==> src/rtl/branch_resolve_bht_pkg.sv <==
// Shared branch-resolution definitions: funct3 encodings, 2-bit counter
// states and the saturating counter update used by the BHT.
package branch_pkg;

  typedef logic [1:0] ctr_t;

  localparam logic [2:0] F3_BEQ  = 3'b000;
  localparam logic [2:0] F3_BNE  = 3'b001;
  localparam logic [2:0] F3_BLT  = 3'b100;
  localparam logic [2:0] F3_BGE  = 3'b101;
  localparam logic [2:0] F3_BLTU = 3'b110;
  localparam logic [2:0] F3_BGEU = 3'b111;

  localparam ctr_t SNT = 2'd0;
  localparam ctr_t WNT = 2'd1;
  localparam ctr_t WT  = 2'd2;
  localparam ctr_t ST  = 2'd3;

  // Saturating 2-bit direction counter step
  function automatic ctr_t sat_update(input ctr_t ctr, input logic taken);
    ctr_t res;
    res = ctr;
    if (taken) begin
      if (ctr != ST) res = ctr + 2'd1;
    end else begin
      if (ctr != SNT) res = ctr - 2'd1;
    end
    return res;
  endfunction

endpackage

==> src/rtl/branch_resolve_bht_if.sv <==
// IF/EX-side bundle for the branch resolver: prediction lookup, EX
// instruction info, and the redirect/flush/statistics response.
interface branch_resolve_bht_if #(
  parameter int unsigned XLEN  = 64,
  parameter int unsigned CNT_W = 16
);
  logic [XLEN-1:0]  if_pc;
  logic             pred_taken;
  logic             ex_valid;
  logic             ex_branch;
  logic             ex_jump;
  logic [2:0]       ex_funct3;
  logic [XLEN-1:0]  ex_rs1;
  logic [XLEN-1:0]  ex_rs2;
  logic [XLEN-1:0]  ex_pc;
  logic [XLEN-1:0]  ex_target;
  logic             ex_pred_taken;
  logic             hazard;
  logic             redirect;
  logic [XLEN-1:0]  redirect_pc;
  logic             flush;
  logic [CNT_W-1:0] mispredict_cnt;

  modport master (
    output if_pc, ex_valid, ex_branch, ex_jump, ex_funct3, ex_rs1, ex_rs2,
           ex_pc, ex_target, ex_pred_taken, hazard,
    input  pred_taken, redirect, redirect_pc, flush, mispredict_cnt
  );

  modport slave (
    input  if_pc, ex_valid, ex_branch, ex_jump, ex_funct3, ex_rs1, ex_rs2,
           ex_pc, ex_target, ex_pred_taken, hazard,
    output pred_taken, redirect, redirect_pc, flush, mispredict_cnt
  );
endinterface

==> src/rtl/branch_resolve_bht_counter_array.sv <==
// Table of 2-bit saturating counters: async read (IF), read-modify-write
// on the clock edge (EX), async clear to weakly-not-taken.
module bht_counter_array
  import branch_pkg::*;
#(
  parameter int unsigned ENTRIES = 64,
  parameter int unsigned IDX_W   = $clog2(ENTRIES)
) (
  input  logic             clk,
  input  logic             rst_n,
  input  logic [IDX_W-1:0] rd_idx,
  output ctr_t             rd_ctr,
  input  logic             wr_en,
  input  logic [IDX_W-1:0] wr_idx,
  input  logic             wr_taken
);

  ctr_t ctr_q [ENTRIES];
  ctr_t ctr_d [ENTRIES];

  // Reads see the registered value only, so a same-index write shows up next cycle
  assign rd_ctr = ctr_q[rd_idx];

  always_comb begin
    ctr_d = ctr_q;
    if (wr_en) ctr_d[wr_idx] = sat_update(ctr_q[wr_idx], wr_taken);
  end

  always_ff @(posedge clk or negedge rst_n) begin
    if (!rst_n) begin
      for (int i = 0; i < int'(ENTRIES); i++) ctr_q[i] <= WNT;
    end else begin
      ctr_q <= ctr_d;
    end
  end

endmodule

==> src/rtl/branch_resolve_bht.sv <==
// EX-stage branch resolver with BHT direction predictor: compares operands,
// drives same-cycle redirect/flush, trains the table and counts mispredicts.
module branch_resolve_bht
  import branch_pkg::*;
#(
  parameter int unsigned XLEN        = 64,
  parameter int unsigned BHT_ENTRIES = 64,
  parameter int unsigned CNT_W       = 16
) (
  input  logic              clk,
  input  logic              rst_n,
  branch_resolve_bht_if.slave bus
);

  localparam int unsigned IDX_W = $clog2(BHT_ENTRIES);

  logic             act_taken;
  logic             f3_ok;
  logic             br_valid;
  logic             mispredict;
  logic             jump_fire;
  logic             redirect_c;
  logic [XLEN-1:0]  redirect_pc_c;
  logic [XLEN-1:0]  pc_plus4;
  logic             tbl_wr_en;
  logic             cnt_inc;
  ctr_t             rd_ctr;
  logic [IDX_W-1:0] rd_idx;
  logic [IDX_W-1:0] wr_idx;
  logic [CNT_W-1:0] mispredict_cnt_q;
  logic [CNT_W-1:0] mispredict_cnt_d;

  assign rd_idx = bus.if_pc[IDX_W+1:2];
  assign wr_idx = bus.ex_pc[IDX_W+1:2];

  bht_counter_array #(
    .ENTRIES (BHT_ENTRIES)
  ) u_bht (
    .clk      (clk),
    .rst_n    (rst_n),
    .rd_idx   (rd_idx),
    .rd_ctr   (rd_ctr),
    .wr_en    (tbl_wr_en),
    .wr_idx   (wr_idx),
    .wr_taken (act_taken)
  );

  // Branch condition; reserved funct3 values resolve not-taken and never train
  always_comb begin
    act_taken = 1'b0;
    f3_ok     = 1'b1;
    case (bus.ex_funct3)
      F3_BEQ:  act_taken = (bus.ex_rs1 == bus.ex_rs2);
      F3_BNE:  act_taken = (bus.ex_rs1 != bus.ex_rs2);
      F3_BLT:  act_taken = ($signed(bus.ex_rs1) <  $signed(bus.ex_rs2));
      F3_BGE:  act_taken = ($signed(bus.ex_rs1) >= $signed(bus.ex_rs2));
      F3_BLTU: act_taken = (bus.ex_rs1 <  bus.ex_rs2);
      F3_BGEU: act_taken = (bus.ex_rs1 >= bus.ex_rs2);
      default: f3_ok     = 1'b0;
    endcase
  end

  assign br_valid   = bus.ex_valid & bus.ex_branch;
  assign mispredict = br_valid & (act_taken != bus.ex_pred_taken);
  assign jump_fire  = bus.ex_valid & bus.ex_jump;
  assign pc_plus4   = bus.ex_pc + XLEN'(4);

  // Redirect mux: jump wins over branch; reset forces the quiet values
  always_comb begin
    redirect_c    = 1'b0;
    redirect_pc_c = pc_plus4;
    if (!bus.hazard) begin
      if (jump_fire) begin
        redirect_c    = 1'b1;
        redirect_pc_c = bus.ex_target;
      end else if (mispredict) begin
        redirect_c    = 1'b1;
        redirect_pc_c = act_taken ? bus.ex_target : pc_plus4;
      end
    end
    if (!rst_n) begin
      redirect_c    = 1'b0;
      redirect_pc_c = '0;
    end
  end

  assign tbl_wr_en = br_valid & f3_ok & ~bus.hazard;
  assign cnt_inc   = mispredict & f3_ok & ~bus.hazard & ~jump_fire;

  always_comb begin
    mispredict_cnt_d = mispredict_cnt_q;
    if (cnt_inc && (mispredict_cnt_q != {CNT_W{1'b1}}))
      mispredict_cnt_d = mispredict_cnt_q + CNT_W'(1);
  end

  always_ff @(posedge clk or negedge rst_n) begin
    if (!rst_n) mispredict_cnt_q <= '0;
    else        mispredict_cnt_q <= mispredict_cnt_d;
  end

  assign bus.pred_taken     = rd_ctr[1];
  assign bus.redirect       = redirect_c;
  assign bus.flush          = redirect_c;
  assign bus.redirect_pc    = redirect_pc_c;
  assign bus.mispredict_cnt = mispredict_cnt_q;

endmodule

==> src/flat_wrapper.sv <==
// flat-port wrapper written by rule: the top's interface ports become plain ports
module branch_resolve_bht_flat import branch_pkg::*;
#(
  parameter int unsigned XLEN        = 64,
  parameter int unsigned BHT_ENTRIES = 64,
  parameter int unsigned CNT_W       = 16
)
  (clk, rst_n, bus_if_pc, bus_ex_valid, bus_ex_branch, bus_ex_jump, bus_ex_funct3, bus_ex_rs1, bus_ex_rs2, bus_ex_pc, bus_ex_target, bus_ex_pred_taken, bus_hazard, bus_pred_taken, bus_redirect, bus_redirect_pc, bus_flush, bus_mispredict_cnt);
  branch_resolve_bht_if #(.XLEN(XLEN), .CNT_W(CNT_W)) bus_i ();
  input  logic clk;
  input  logic rst_n;
  input wire logic [$bits(bus_i.if_pc)-1:0] bus_if_pc;
  input wire logic [$bits(bus_i.ex_valid)-1:0] bus_ex_valid;
  input wire logic [$bits(bus_i.ex_branch)-1:0] bus_ex_branch;
  input wire logic [$bits(bus_i.ex_jump)-1:0] bus_ex_jump;
  input wire logic [$bits(bus_i.ex_funct3)-1:0] bus_ex_funct3;
  input wire logic [$bits(bus_i.ex_rs1)-1:0] bus_ex_rs1;
  input wire logic [$bits(bus_i.ex_rs2)-1:0] bus_ex_rs2;
  input wire logic [$bits(bus_i.ex_pc)-1:0] bus_ex_pc;
  input wire logic [$bits(bus_i.ex_target)-1:0] bus_ex_target;
  input wire logic [$bits(bus_i.ex_pred_taken)-1:0] bus_ex_pred_taken;
  input wire logic [$bits(bus_i.hazard)-1:0] bus_hazard;
  output wire logic [$bits(bus_i.pred_taken)-1:0] bus_pred_taken;
  output wire logic [$bits(bus_i.redirect)-1:0] bus_redirect;
  output wire logic [$bits(bus_i.redirect_pc)-1:0] bus_redirect_pc;
  output wire logic [$bits(bus_i.flush)-1:0] bus_flush;
  output wire logic [$bits(bus_i.mispredict_cnt)-1:0] bus_mispredict_cnt;
  assign bus_i.if_pc = bus_if_pc;
  assign bus_i.ex_valid = bus_ex_valid;
  assign bus_i.ex_branch = bus_ex_branch;
  assign bus_i.ex_jump = bus_ex_jump;
  assign bus_i.ex_funct3 = bus_ex_funct3;
  assign bus_i.ex_rs1 = bus_ex_rs1;
  assign bus_i.ex_rs2 = bus_ex_rs2;
  assign bus_i.ex_pc = bus_ex_pc;
  assign bus_i.ex_target = bus_ex_target;
  assign bus_i.ex_pred_taken = bus_ex_pred_taken;
  assign bus_i.hazard = bus_hazard;
  assign bus_pred_taken = bus_i.pred_taken;
  assign bus_redirect = bus_i.redirect;
  assign bus_redirect_pc = bus_i.redirect_pc;
  assign bus_flush = bus_i.flush;
  assign bus_mispredict_cnt = bus_i.mispredict_cnt;
  branch_resolve_bht #(.XLEN(XLEN), .BHT_ENTRIES(BHT_ENTRIES), .CNT_W(CNT_W)) u_core (.clk(clk), .rst_n(rst_n), .bus(bus_i));
endmodule
==> config.mk <==
export PLATFORM = sky130hd
export DESIGN_NAME = branch_resolve_bht_flat
export DESIGN_NICKNAME = d
export VERILOG_FILES = /design/src/rtl/branch_resolve_bht_pkg.sv /design/src/rtl/branch_resolve_bht_if.sv /design/src/rtl/branch_resolve_bht_counter_array.sv /design/src/rtl/branch_resolve_bht.sv /design/src/flat_wrapper.sv
export SDC_FILE = /design/constraint.sdc
export NUM_CORES = 1
export LEC_CHECK = 0
export CAP_MARGIN = 15
export CORE_ASPECT_RATIO = 1.25
export CORE_UTILIZATION = 45
export CTS_CLUSTER_SIZE = 40
export DETAILED_ROUTE_END_ITERATION = 7
export GPL_TIMING_DRIVEN = 0
export MAX_ROUTING_LAYER = met4
export PLACE_DENSITY = 0.8
export SLEW_MARGIN = 30
export SYNTH_ARGS = -nofsm -noshare
export SYNTH_HDL_FRONTEND = slang
export SYNTH_SLANG_ARGS = --single-unit
==> constraint.sdc <==
create_clock -name clk -period 5 [get_ports clk]
set_input_delay 0.5 -clock clk [delete_from_list [all_inputs] [get_ports clk]]
set_output_delay 0.5 -clock clk [all_outputs]
set_load 0.03 [all_outputs]
==> impl_metrics.json, run 1 <==
{
  "worst_path_max_delay_cell": "dlygate4sd2_1",
  "worst-path-buf-inv": 5,
  "synth_top_cells_by_area": "dfrtp_1 (17%), dfstp_2 (15%), mux2_2 (13%), ha_1 (7.2%), nand2_1 (5.7%)",
  "drt-initial-drc-count": 1180,
  "synth-main-ff-cell": "dfrtp_1",
  "synth-edff-count": 0,
  "met3_usage_pct": 11.59,
  "run_status": "complete, no violations",
  "worstSetupEndpointType": "primary output",
  "critical_path.max_stage_delay_ns": 0.47,
  "clkTransAtPathRegs_ns": 0.06,
  "timing.critical_path.max_delay_family": "compound AO/OA/AOI/OAI gates",
  "synth_warnings": 0,
  "worst-endpoint-required_ns": 4.50,
  "synth_net_count": 1613,
  "post-place-ws_ns": -1.125,
  "worst_hold_path_type": "in -> async",
  "power_density_nw_per_um2": 214.7,
  "cp.depth": 16,
  "pin_count": 413,
  "chipHeight_um": 181.0,
  "dr.pass1.iters": 6,
  "period_needed_ns": 4.901,
  "final_core_util_pct": 63.38,
  "end_of_the_worst_register_to_register_path": "u_core.u_bht.ctr_q[65]$_DFFE_PN0P_",
  "reg2reg_from": "u_core.u_bht.ctr_q[88]$_DFFE_PN1P_",
  "critPathArrivalTime_ns": 4.40,
  "final_setup_fails": 0,
  "drt_wl_total_um": 44090,
  "synth_top_cell_by_area": "dfrtp_1",
  "synth_most_common_cell": "nand2_1",
  "fmaxAchievable_ghz": 0.2040,
  "place.port_buffers": 351,
  "worst_clock_skew_ns": 0.009520,
  "crit_path_start_kind": "input port",
  "place.detailed.hpwl_um": 34180,
  "worstPathCellList": "clkdlybuf4s50_1, inv_1, ha_1, a21o_1, a21o_1, a2111oi_2, o221ai_1, o21ai_2, nand2_2, mux2_4, a41oi_1, nor2b_1, buf_6, buf_8, a32oi_1, dlygate4sd2_1",
  "synthArstFlopShare_pct": 100.0,
  "rows": 65,
  "placement.cell_area_um2": 15550,
  "crit_fanout": 10,
  "setup_ws_ns": 0.09853,
  "rsz0062_at_grt": "yes",
  "post_synth.cell_area_avg_um2": 9.482,
  "root_buffer": "clkbuf_16",
  "synth_commonest_cells": "nand2_1 (176), mux2_2 (129), nor2_1 (91)",
  "clk_path_buf_depth": 2,
  "post_route_cells_drive_above_1_share_pct": 23.38,
  "synth-seq-area-share_pct": 31.92,
  "maximum_number_of_pins_on_one_net_before_global_route_repair": 81,
  "total_power_mw": 3.431,
  "globalRoute.busiestLayer": "met2",
  "hold_violations": 0,
  "cts_sinks": 144,
  "numCtsBuffers": 17,
  "drc": 0,
  "synth_cell_type_count": 60,
  "criticalPathCategory": "in -> out",
  "met1_usage_pct": 38.76,
  "initial_antenna_violation_count": 1,
  "routedWlPerCell_um": 22.73,
  "drtAntennaViolNets": 0,
  "critical_path.most_common_cell": "a21o_1",
  "timing_max_transition_violations_final": 0,
  "vias_per_instance": 5.939,
  "reg2reg_depth": 10,
  "gr-total-overflow": 0,
  "core_um2": 25210,
  "slew_at_the_pin_closest_to_its_max_slew_limit_ns": 1.043,
  "maxSlewHeadroom_pct": 30.23,
  "die_area_um2": 26290,
  "floorplan.initialDensity_pct": 45.77,
  "layout_overhead_on_the_synthesized_area_pct": 38.48,
  "power_leakage_nw": 6.889,
  "timing.critical_path.to": "bus_redirect_pc[61]",
  "syn-instance-count": 1217,
  "grt_util_met2_pct": 55.02,
  "grt_pass1_wl_um": 66140,
  "vias": 11520,
  "stdcell_area_um2": 15980,
  "final_nets": 1987,
  "synth_top_cell_area_share_pct": 17.35,
  "cts_max_level": 4,
  "post-route-period-util_pct": 98.03,
  "fin_setup_tns_ns": 0,
  "cts_tree": "built",
  "gp_routability_congestion": 0.9787,
  "max_cap_violations": 0,
  "synth-seq-cells": 144,
  "grt_pass1_vias": 11500,
  "cp-startpoint": "bus_ex_rs2[5]",
  "insertion_delay_ns": 0.43,
  "syn-cell-area_um2": 11540,
  "grt.total_usage_pct": 33.95,
  "vdd.ir_drop.worst_mv": 0.2358,
  "ff_to_ff_setup_slack_ns": 1.94,
  "die_x_um": 145.2
}
[cells by family after synthesis]
logic type,share of synthesized area [%]
xor+xnor,5.540
simple gates,16.69
mux,22.45
fa+ha+maj,7.395
compound gates,10.07
flops,31.92
buf+inv,5.931
[per-layer routing]
metal	vias to the layer above	wire length, µm
met2	678	20570
li1	5114	-
met3	149	5229
met5	-	0
met1	5581	16680
met4	0	1608
[cells in the final DEF (no fill, tap or decap), drive strengths merged, types with 5 or more instances in the layout]
master / instances
a22oi: 35
clkdlybuf4s50: 284
a21oi: 24
nor4: 6
nand2b: 5
mux2: 130
o21ai: 11
dfstp: 64
mux4: 21
inv: 79
xnor2: 57
nand2: 177
nand4: 35
nor3b: 5
and4: 6
nor3: 16
nor2: 91
a22o: 15
and2: 8
o2111ai: 11
a31oi: 15
mux2i: 65
xor2: 16
and3: 23
dfrtp: 80
buf: 55
clkinv: 6
clkbuf: 99
a21o: 9
a221oi: 18
ha: 66
nand3: 29
[where the power goes]
part / leakage, nW / switching, mW / internal (mW)
clock network: 0.277 / 0.523 / 0.750
logic: 4.84 / 0.493 / 0.427
registers: 1.77 / 0.0246 / 1.21
total: 6.89 / 1.04 / 2.39
[through the flow]
stage / std cells / hold slack [ns]
floorplan: 1217 / 0.2044
CTS: 1938 / 0.04556
global route: 1940 / 0.06888
finish: 1940 / 0.01151
detailed placement: 1907 / 0.4833
global placement: 1903 / 0.4792
[sequential cells by signal (all words and copies together) (netlist names)]
| signal | count |
|---|---|
| u_core.bus.mispredict_cnt | 16 |
| u_core.u_bht.ctr_q | 128 |
[how the worst min path moves through the flow]
| stage | start | endpoint | depth (start not counted) |
|---|---|---|---|
| floorplan | rst_n | u_core.bus.mispredict_cnt[0]$_DFFE_PN0P_ | 0 |
| global placement | u_core.bus.mispredict_cnt[11]$_DFFE_PN0P_ | u_core.bus.mispredict_cnt[11]$_DFFE_PN0P_ | 1 |
| detailed placement | u_core.bus.mispredict_cnt[13]$_DFFE_PN0P_ | u_core.bus.mispredict_cnt[13]$_DFFE_PN0P_ | 1 |
| CTS | rst_n | u_core.u_bht.ctr_q[55]$_DFFE_PN0P_ | 1 |
| global route | rst_n | u_core.u_bht.ctr_q[55]$_DFFE_PN0P_ | 1 |
| finish | rst_n | u_core.u_bht.ctr_q[55]$_DFFE_PN0P_ | 1 |
[layout make-up]
cell class / instances / area, µm²
fillers: 2095 / 9231
multi-input cells: 926 / 7276
flip-flops and latches: 144 / 3684
repair buffers: 357 / 3304
clock buffers: 20 / 446.7
plain buffers: 67 / 419.2
well taps: 335 / 419.2
inverters: 78 / 292.8
clock inverters: 12 / 136.4
diodes: 1 / 2.502
[timing repair]
| item | CTS | global route |
|---|---|---|
| gates resized for setup | 143 | 133 |
| setup buffers | 0 | 2 |
| hold buffers | 0 | 0 |
| pin swaps | 0 | 5 |
| setup endpoints to repair | 66 | 66 |
Power figures use the tool's default switching activity.
==> inputs of run 2 (changes only) <==
- ABC_CLOCK_PERIOD_IN_PS: unset -> 5000
- CORE_ASPECT_RATIO: 1.25 -> unset
==> impl_metrics.json, run 2 (same netlist as run 1, synthesis figures left out) <==
{
  "critical_path.most_common_cell": "nand4_1",
  "place.detailed.hpwl_um": 33550,
  "fmaxAchievable_ghz": 0.2049,
  "regMostFlops": "u_core.u_bht.ctr_q",
  "timing_max_transition_violations_final": 0,
  "post_route_cells_drive_above_1_share_pct": 24.98,
  "cts_tree": "built",
  "max_cap_violations": 0,
  "cts_sinks": 144,
  "largest_register_ffs": 128,
  "slew_at_the_pin_closest_to_its_max_slew_limit_ns": 1.004,
  "floorplan.initialDensity_pct": 45.83,
  "drt-initial-drc-count": 1117,
  "final_setup_fails": 0,
  "crit_fanout": 10,
  "drtAntennaViolNets": 0,
  "routedWlPerCell_um": 22.47,
  "vias": 11320,
  "drt_wl_total_um": 43610,
  "grt_pass1_wl_um": 64450,
  "power_density_nw_per_um2": 213.9,
  "drc": 0,
  "maximum_number_of_pins_on_one_net_before_global_route_repair": 86,
  "core_um2": 25180,
  "die_x_um": 162.1,
  "crit_path_start_kind": "input port",
  "worst_hold_path_type": "in -> async",
  "root_buffer": "clkbuf_16",
  "critPathArrivalTime_ns": 4.38,
  "dr.pass1.iters": 6,
  "vias_per_instance": 5.833,
  "worst-endpoint-required_ns": 4.50,
  "run_status": "complete, no violations",
  "hold_buffers": 0,
  "grt_pass1_vias": 11190,
  "worst-path-buf-inv": 5,
  "gp_routability_congestion": 0.9500,
  "maxSlewHeadroom_pct": 32.82,
  "insertion_delay_ns": 0.44,
  "die_area_um2": 26290,
  "worstPathCellList": "clkdlybuf4s50_1, ha_1, nand4_1, nor4_4, nand4_1, o221ai_2, o21ai_2, a41o_1, a211oi_4, a41oi_2, nor2b_2, buf_4, buf_6, buf_12, mux2i_4, buf_2",
  "gr-total-overflow": 0,
  "worstSetupEndpointType": "primary output",
  "clk_path_buf_depth": 2,
  "hold_violations": 0,
  "fillers": 1998,
  "place.port_buffers": 351,
  "critical_path.max_stage_delay_ns": 0.46,
  "chipHeight_um": 162.1,
  "mostFrequentLayoutCell": "clkdlybuf4s50_1",
  "period_needed_ns": 4.881,
  "rsz0062_at_grt": "yes",
  "mostFrequentLayoutCells": "clkdlybuf4s50_1 (284), nand2_1 (176), mux2_2 (129)",
  "timing.critical_path.max_delay_family": "buffers and inverters",
  "worst_clock_skew_ns": 0.01048,
  "final_nets": 1992,
  "clkTransAtPathRegs_ns": 0.06,
  "grt.total_usage_pct": 33.83,
  "power_leakage_nw": 7.005,
  "post-route-period-util_pct": 97.61,
  "vdd.ir_drop.worst_mv": 0.2163,
  "layout_overhead_on_the_synthesized_area_pct": 42.04,
  "cts_max_level": 4,
  "worst_path_max_delay_cell": "clkdlybuf4s50_1",
  "final_core_util_pct": 65.09,
  "fin_setup_tns_ns": 0,
  "numCtsBuffers": 17,
  "setup_ws_ns": 0.1195,
  "initial_antenna_violation_count": 1,
  "criticalPathCategory": "in -> out",
  "post-place-ws_ns": -1.205,
  "rows": 58,
  "pin_count": 413
}
run 2: where the power goes:
group / total [mW] / switching (mW) / internal, mW
logic: 0.968 / 0.511 / 0.457
clock network: 1.30 / 0.550 / 0.750
registers: 1.24 / 0.0245 / 1.21
run 2: through the flow:
| stage | hold WS, ns | area, µm² | power (mW) | std cells |
|---|---|---|---|---|
| finish | 0.0004703 | 16390 | 3.506 | 1941 |
| detailed placement | 0.4704 | 15550 | 2.184 | 1903 |
| global route | 0.03360 | 16390 | 3.632 | 1940 |
| global placement | 0.4817 | 15470 | 2.165 | 1898 |
| CTS | 0.008777 | 16200 | 3.474 | 1934 |
| floorplan | 0.2044 | 11540 | 1.692 | 1217 |
run 2: cell type report:
type / count / area (µm²) / area share (%)
diodes: 2 / 5.005 / 0.03053
plain buffers: 67 / 445.4 / 2.718
clock buffers: 17 / 425.4 / 2.595
clock inverters: 15 / 172.7 / 1.053
inverters: 78 / 292.8 / 1.786
multi-input cells: 926 / 7500 / 45.76
flip-flops and latches: 144 / 3684 / 22.47
well taps: 330 / 412.9 / 2.519
repair buffers: 362 / 3453 / 21.07
run 2: worst reg2reg max path, delay by kind of cell, from the launching register on:
family / cells / cell delay (ns)
and+or+nand+nor: 3 / 0.91
AOI/OAI and AO/OA: 3 / 0.68
adders and majority gates: 1 / 0.45
DFF: 1 / 0.37
buffers and inverters: 2 / 0.28
muxes: 1 / 0.28
run 2: what timing repair did:
action,CTS,global route
gates resized for setup,299,129
setup buffers,0,4
pin swaps,0,4
gates cloned,0,2
endpoints found under the setup margin,66,66
run 2: path summary, 6_finish.rpt:
kind / start / to / slack (ns) / depth (start not counted)
min in group clk: u_core.bus.mispredict_cnt[11]$_DFFE_PN0P_ / u_core.bus.mispredict_cnt[11]$_DFFE_PN0P_ / 0.49 / 1
hold reg to reg: u_core.bus.mispredict_cnt[11]$_DFFE_PN0P_ / u_core.bus.mispredict_cnt[11]$_DFFE_PN0P_ / 0.49 / 1
max in group asynchronous: rst_n / u_core.u_bht.ctr_q[126]$_DFFE_PN1P_ / 4.19 / 2
setup reg to reg: u_core.u_bht.ctr_q[54]$_DFFE_PN1P_ / u_core.u_bht.ctr_q[93]$_DFFE_PN0P_ / 1.90 / 10
setup / recovery: bus_ex_rs1[43] / bus_redirect_pc[53] / 0.12 / 16
hold / removal: rst_n / u_core.u_bht.ctr_q[51]$_DFFE_PN0P_ / 0.0005 / 1
run 2: metal layers:
metal  track usage [%]  vias to the layer above  part of all wire (%)
met5                 -                        -                     0
met4             12.74                        0                   3.6
met3             11.87                      131                    12
met2             51.62                      605                    45
met1             41.03                     5450                    39
li1                  -                     5136                     -
==> inputs of run 3 (changes only) <==
- CORE_ASPECT_RATIO: unset -> 2
==> impl_metrics.json, run 3 (same netlist as run 1, synthesis figures left out) <==
{
  "vdd.ir_drop.worst_mv": 0.3961,
  "total_power_mw": 3.494,
  "timing_max_transition_violations_final": 0,
  "final_core_util_pct": 63.94,
  "root_buffer": "clkbuf_16",
  "post_route_cells_drive_above_1_share_pct": 23.95,
  "mostFrequentLayoutCell": "clkdlybuf4s50_1",
  "hold_buffers": 0,
  "reg2reg_from": "u_core.u_bht.ctr_q[126]$_DFFE_PN1P_",
  "criticalPathCategory": "in -> out",
  "vias": 11370,
  "period_needed_ns": 4.959,
  "worst-path-buf-inv": 6,
  "final_setup_fails": 0,
  "worst-endpoint-required_ns": 4.50,
  "power_leakage_nw": 6.986,
  "run_status": "finished with violations",
  "stdcell_area_um2": 16070,
  "mostFrequentLayoutCells": "clkdlybuf4s50_1 (280), nand2_1 (176), mux2_2 (129)",
  "pin_count": 413,
  "gr-total-overflow": 0,
  "setup_ws_ns": 0.04135,
  "post-place-ws_ns": -0.8995,
  "drtAntennaViolNets": 0,
  "cp.depth": 17,
  "critPathArrivalTime_ns": 4.46,
  "grt.total_usage_pct": 35.62,
  "die_area_um2": 26330,
  "drt-initial-drc-count": 890,
  "cts_max_level": 4,
  "fin_setup_tns_ns": 0,
  "clk_path_buf_depth": 2,
  "worstPathCellList": "clkdlybuf4s50_1, inv_1, ha_2, nand4_1, nor3_4, and3_2, and3_1, a211oi_4, a41o_1, a211oi_4, a41oi_1, nor2b_2, buf_4, buf_2, buf_6, mux2i_1, clkbuf_2",
  "maximum_number_of_pins_on_one_net_before_global_route_repair": 81,
  "chipHeight_um": 228.5,
  "crit_fanout": 10,
  "hold_violations": 3,
  "worst_clock_skew_ns": 0.008684,
  "regMostFlops": "u_core.u_bht.ctr_q",
  "rsz0062_at_grt": "yes",
  "floorplan.initialDensity_pct": 45.91,
  "reg2reg_depth": 10,
  "placement.cell_area_um2": 15560,
  "dr.pass1.iters": 7,
  "numCtsBuffers": 17,
  "drc": 0,
  "maxSlewHeadroom_pct": 29.46,
  "routedWlPerCell_um": 23.45,
  "drt_wl_total_um": 45830,
  "place.port_buffers": 351,
  "power_density_nw_per_um2": 217.4,
  "worst_hold_path_type": "in -> async",
  "vias_per_instance": 5.818,
  "die_x_um": 115.2,
  "layout_overhead_on_the_synthesized_area_pct": 39.28,
  "cts_tree": "built",
  "critical_path.max_stage_delay_ns": 0.47,
  "rows": 82,
  "post-route-period-util_pct": 99.17,
  "grt_pass1_vias": 11640,
  "insertion_delay_ns": 0.45,
  "worst_path_max_delay_cell": "clkdlybuf4s50_1",
  "failed_checks": "hold timing",
  "gp_routability_congestion": 1.009,
  "cts_sinks": 144,
  "fillers": 2104,
  "largest_register_ffs": 128,
  "crit_path_start_kind": "input port",
  "clkTransAtPathRegs_ns": 0.06,
  "core_um2": 25140,
  "initial_antenna_violation_count": 6,
  "place.detailed.hpwl_um": 35720,
  "end_of_the_worst_register_to_register_path": "u_core.u_bht.ctr_q[91]$_DFFE_PN0P_",
  "grt_pass1_wl_um": 67060,
  "cp-startpoint": "bus_ex_rs2[63]",
  "critical_path.most_common_cell": "a211oi_4",
  "worstSetupEndpointType": "primary output",
  "ff_to_ff_setup_slack_ns": 2.01,
  "finalHoldWorstSlack_ns": -0.01656,
  "timing.critical_path.max_delay_family": "buffers and inverters",
  "max_cap_violations": 0,
  "fmaxAchievable_ghz": 0.2017,
  "slew_at_the_pin_closest_to_its_max_slew_limit_ns": 1.054,
  "timing.critical_path.to": "bus_redirect_pc[39]",
  "final_nets": 1995
}
-- run 3: cell count changes in the layout (fill, tap and decap cells not counted), sizes merged --
cell,delta
clkbuf,+34
buf,-25
inv,-6
clkdlybuf4s50,-4
diode,+4
dlymetal6s2s,+4
clkdlybuf4s15,-3
clkinv,+3
bufinv,+1
dlygate4sd2,-1
-- run 3: layer usage --
metal	vias to the layer above	track usage (%)	routed length [µm]
met3	189	13.68	5060
met1	5431	32.60	14590
met5	-	-	0
met2	603	59.56	23100
met4	0	24.76	3077
li1	5145	-	-
-- run 3: through the flow --
stage | std cells | hold WS, ns
final | 1954 | -0.01656
after global routing | 1954 | 0.02512
after CTS | 1941 | 0.01889
after detailed placement | 1909 | 0.4793
after global placement | 1904 | 0.4761
after floorplan | 1217 | 0.2044
-- run 3: final cells by class --
type / instances / area (µm²) / share of cell area [%]
Multi-Input combinational cell: 926 / 7281 / 45.30
Clock inverter: 13 / 162.7 / 1.012
Clock buffer: 19 / 442.9 / 2.756
Inverter: 78 / 292.8 / 1.822
Tap cell: 336 / 420.4 / 2.616
Timing Repair Buffer: 364 / 3346 / 20.82
Buffer: 68 / 429.2 / 2.670
Sequential cell: 144 / 3684 / 22.92
Antenna cell: 6 / 15.01 / 0.09341
-- run 3: worst min path at each step --
stage | end | slack (ns) | cells after the start
global placement | u_core.bus.mispredict_cnt[9]$_DFFE_PN0P_ | 0.48 | 1
floorplan | u_core.bus.mispredict_cnt[0]$_DFFE_PN0P_ | 0.20 | 0
finish | u_core.u_bht.ctr_q[109]$_DFFE_PN0P_ | -0.02 | 1
CTS | u_core.u_bht.ctr_q[109]$_DFFE_PN0P_ | 0.02 | 1
detailed placement | u_core.u_bht.ctr_q[109]$_DFFE_PN0P_ | 0.48 | 1
global route | u_core.u_bht.ctr_q[109]$_DFFE_PN0P_ | 0.03 | 1
-- run 3: repair_timing --
action                     in CTS  in global routing
gates resized for setup       177                137
setup endpoints to repair      66                 66
cloned                          0                  1
buffers inserted                1                  6
hold endpoints to repair        0                  0
pin swaps                       3                  5
-- run 3: where the power goes --
part	total (mW)	internal, mW	switching (mW)
logic	0.929	0.431	0.498
registers	1.24	1.21	0.0245
clock network	1.33	0.799	0.528
